===== src/rtl/alu_issue_seq.sv =====
// alu_issue_seq: registers ALU inputs, waits a settle window, captures and post-processes the result
module alu_issue_seq #(
  parameter int SETTLE_CYCLES = 4,
  parameter int CNT_W = 8
) (
  input  logic        clk,
  input  logic        reset,
  input  logic        req_valid,
  output logic        req_ready,
  input  logic [31:0] req_a,
  input  logic [31:0] req_b,
  input  logic [2:0]  req_op,
  output logic [31:0] alu_a,
  output logic [31:0] alu_b,
  output logic [2:0]  alu_sel,
  input  logic [31:0] alu_out,
  input  logic        alu_carry,
  input  logic        alu_over,
  output logic        rsp_valid,
  input  logic        rsp_ready,
  output logic [31:0] rsp_result,
  output logic        rsp_carry,
  output logic        rsp_over,
  output logic        rsp_zero,
  output logic [2:0]  rsp_op,
  output logic        busy
);
  typedef enum logic [1:0] {IDLE, SETTLE, HOLD} state_t;
  state_t state, state_nxt;
  logic [CNT_W-1:0] cnt;
  logic accept, capture, release_rsp, is_arith, is_slt;
  logic [31:0] res;
  assign req_ready = (state == IDLE) | (state == HOLD & rsp_ready);
  assign busy = state != IDLE;
  assign accept = req_valid & req_ready;
  assign capture = state == SETTLE && cnt == '0;
  assign release_rsp = state == HOLD && rsp_ready;
  // alu_sel doubles as the latched op: it only changes on accept
  assign is_arith = alu_sel == 3'd0 || alu_sel == 3'd1;
  assign is_slt = alu_sel == 3'd3;
  assign res = is_slt ? {31'b0, alu_out[31] ^ alu_over} : alu_out;
  always_comb begin
    state_nxt = state;
    state_nxt = accept ? SETTLE : capture ? HOLD : release_rsp ? IDLE : state;
  end
  always_ff @(posedge clk) begin
    if (reset) begin
      state      <= IDLE;
      cnt        <= '0;
      alu_a      <= '0;
      alu_b      <= '0;
      alu_sel    <= '0;
      rsp_valid  <= 1'b0;
      rsp_result <= '0;
      rsp_carry  <= 1'b0;
      rsp_over   <= 1'b0;
      rsp_zero   <= 1'b0;
      rsp_op     <= '0;
    end else begin
      state <= state_nxt;
      if (accept) begin
        alu_a   <= req_a;
        alu_b   <= req_b;
        alu_sel <= req_op;
        cnt     <= CNT_W'(SETTLE_CYCLES - 1);
      end else if (state == SETTLE && cnt != '0) begin
        cnt <= cnt - 1'b1;
      end
      if (capture) begin
        rsp_valid  <= 1'b1;
        rsp_result <= res;
        rsp_carry  <= is_arith & alu_carry;
        rsp_over   <= is_arith & alu_over;
        rsp_zero   <= ~|res;
        rsp_op     <= alu_sel;
      end else if (release_rsp) begin
        rsp_valid <= 1'b0;
      end
    end
  end
endmodule


===== config.mk =====
export PLATFORM = sky130hd
export DESIGN_NAME = alu_issue_seq
export DESIGN_NICKNAME = d
export VERILOG_FILES = /design/src/rtl/alu_issue_seq.sv
export SDC_FILE = /design/constraint.sdc
export NUM_CORES = 1
export LEC_CHECK = 0
export ABC_CLOCK_PERIOD_IN_PS = 2800
export BUFFER_PORTS_ARGS = -buffer_cell sky130_fd_sc_hd__buf_2
export CAP_MARGIN = 20
export CORE_MARGIN = 2
export CORE_UTILIZATION = 35
export DETAILED_ROUTE_END_ITERATION = 8
export PLACE_DENSITY = 0.66
export SYNTH_ARGS = -nofsm -noshare
export SYNTH_HDL_FRONTEND = slang
export SYNTH_SLANG_ARGS = --single-unit

===== constraint.sdc =====
create_clock -name clk -period 2.8 [get_ports clk]
set_input_delay 0.14 -clock clk [delete_from_list [all_inputs] [get_ports clk]]
set_output_delay 0.14 -clock clk [all_outputs]
set_load 0.01 [all_outputs]

==> out/qor.csv <==
stage;metric;value;unit
worst_setup_path;crit_path_max_fanout;42;
yosys;ys_seq_elements;116;
timing;hold_violations;0;
die;core-area;12100;sq um
global_routing;grt_pass1_vias;4597;
cts;h-tree-depth;4;
timing;slew_headroom;0.488;
global_routing;antenna_found_initial;1;
finish;regArea;2320;sq um
finish;fillCellCount;1063;
worst_setup_path;crit_top_cell;or4_4;
yosys;ys_seq_area_frac;0.536;
cts;clk_pin_slew;50;ps
yosys;netlist_area;4330;sq um
job;drv_cap;0;
worst_setup_path;cp-start-kind;flip-flop;
drt;wl_per_cell;13.5;microns
global_routing;grt.total_usage;0.202;
global_routing;gr-total-overflow;0;
cts;root_buffer;clkbuf_16;
min_path;min_path_type;in2reg;
finish;multi_input_comb_area;1810;sq um
timing;drv_slew;0;
yosys;netlist_top_cells_area;dfxtp_1 54%, nand2_1 15%, a21oi_1 13%;
drt;viasPerCell;4.76;
yosys;synth_top_area_frac;0.536;
timing;fmax;0.469;GHz
finish;fin_nets;921;
yosys;synth.net_count;643;
die;die_w;115;microns
worst_setup_path;path_delay_family;simple AND/OR/NAND/NOR gates;
placed_design;io_buffers;212;
die;dieHeight;115;microns
yosys;synth-edff-count;0;
cts;cts_buffers;17;
timing;rsz0062_at_grt;false;
global_routing;grt_pass1_wl;21100;microns
finish;area_growth;57.9;%
global_routing;grt_max_degree;75;
worst_setup_path;path_class;reg2reg;
die;num_io_pins;213;
cts;cts_resized;0;
timing;skew;6.06;ps
status;status;complete, no violations;
yosys;avgSynthCellArea;8.09;sq um
worst_setup_path;critPathBufInv;0;
finish;drive_above_1_share;0.311;
worst_setup_path;cp_slowest_cell;or4_4;
power;power.density;675;nW/um^2
timing;setup_viol;0;
timing;finalCriticalPeriod;2130;ps
drt;wirelength;13400;microns
placed_design;dp_cells;884;
cts;cts_setup_buffers;0;
worst_setup_path;critPathCaptureType;flip-flop;
timing;period_share;0.762;
placed_design;hpwlAfterDp;8670;microns
yosys;syn_inst;536;
worst_setup_path;regToRegSetupSlack;670;ps
timing;worst_pin_slew;768;ps
yosys;synth_area_leader_cell;dfxtp_1;
yosys;synth_common_cells;176 x nand2_1, 116 x dfxtp_1, 110 x a21oi_1, 33 x nand3_1, 27 x clkbuf_1;
die;num_rows;40;
cts;clock-sinks;116;
yosys;yosys_warnings;0;
cts;cts_tree;yes;
yosys;async_flop_share;0;
power;peakVddDrop;0.000380;V
drt;vias;4738;
placed_design;place.gp.congestion;0.812;
cts;clock_path_buffers;2;
yosys;yosysMostFrequentCell;nand2_1;
worst_setup_path;crit_required;3110;ps
yosys;synth_cell_types;35;
finish;final_cells;995;
timing;setup_tns;0;ps
die;dieArea;13300;sq um
worst_setup_path;max_stage_delay;730;ps
drt;ant_nets;0;
drt;drtPass1Iterations;6;
cts;worst_skew_pair.late_latency;400;ps
drt;post-route-drc-count;0;
worst_setup_path;cp_cell_sequence;or4_4, or4_4, o41ai_2;
worst_setup_path;crit_arrival;2440;ps
drt;drt_iter0_markers;314;
yosys;synth_ff_type;dfxtp_1;
die;start_util;0.359;
power;p_leak;3.07;nW
[metal layers]
layer,vias up,global-route usage,part of all wire
li1,2354,-,-
met3,40,0.0780,0.081
met4,0,0.0996,0.029
met1,2146,0.220,0.40
met2,198,0.345,0.49
met5,-,0,0
[worst paths after layout]
path / startpoint / end / cells past startpoint
max: cnt[2] / rsp_zero / 3
min: alu_out[10] / rsp_result[10] / 3
max reg2reg: cnt[2] / rsp_zero / 3
min reg2reg: rsp_result[18] / rsp_result[18] / 2
[worst register-to-register path: cells and delay by family (launching register included)]
| kind | cells | cell delay, ps |
|---|---|---|
| DFF | 1 | 350 |
| AOI/OAI and AO/OA | 1 | 370 |
| and+or+nand+nor | 2 | 1320 |
[kinds of logic after synthesis]
kind of cell             count (synthesis)  synth area share
AO/OA/AOI/OAI                          121             0.149
XOR/XNOR                                 6            0.0121
adder cells (fa/ha/maj)                  2           0.00577
buffers and inverters                   43            0.0473
flip-flops                             116             0.536
multiplexers                             2           0.00491
AND/OR/NAND/NOR                        246             0.245
[state kept, by name (all words and copies together) (netlist names)]
register / cells
alu_a: 32
alu_b: 32
alu_sel: 3
cnt: 8
rsp_carry: 1
rsp_op: 3
rsp_over: 1
rsp_result: 32
rsp_valid: 1
rsp_zero: 1
state: 2
[power by group]
| part | switching (mW) | internal [mW] | leakage (nW) |
|---|---|---|---|
| registers | 0.0695 | 1.77 | 0.948 |
| logic | 0.405 | 0.329 | 1.84 |
| clock network | 0.720 | 1.32 | 0.280 |
[cell usage in the layout, fill, tap and decap left out, types with 2 or more instances in the layout]
master,n
buf_2,211
a2111oi_0,2
nand2b_1,3
clkinvlp_4,3
or4_4,2
nand3_1,33
clkinv_2,5
nor4_1,9
clkbuf_8,5
dlygate4sd3_1,79
xnor2_1,5
nand4_1,2
nand3b_1,3
buf_4,6
a21oi_1,110
nor3_1,4
a211oi_1,3
nor2_1,9
dfxtp_1,116
inv_1,5
ha_1,2
nand2_1,176
clkbuf_16,17
[stage by stage]
stage | instance area (sq um) | utilization | hold WS [ps] | power (mW) | worst slack, ps
after floorplan | 4330 | - | 276 | 2.26 | 848
after global placement | 5480 | 0.454 | 380 | 2.50 | 714
after detailed placement | 5480 | 0.454 | 386 | 2.52 | 678
after CTS | 6830 | 0.566 | 1.58 | 4.67 | 663
after global routing | 6840 | 0.567 | 3.61 | 4.84 | 597
final | 6840 | 0.567 | 21.2 | 4.62 | 667
[area by class of cell]
cell class / count / share of cell area
sequential: 116 / 0.339
timing repair buffer: 297 / 0.279
multi-input combinational: 377 / 0.264
clock buffer: 22 / 0.0722
tap: 168 / 0.0307
clock inverter: 9 / 0.0113
inverter: 5 / 0.00274
antenna: 1 / 0.000366
[repair_timing]
action | CTS | global route
endpoints found under the hold margin | 78 | 1
hold buffers | 78 | 1
endpoints found under the setup margin | 0 | 0
Power figures use the tool's default switching activity.
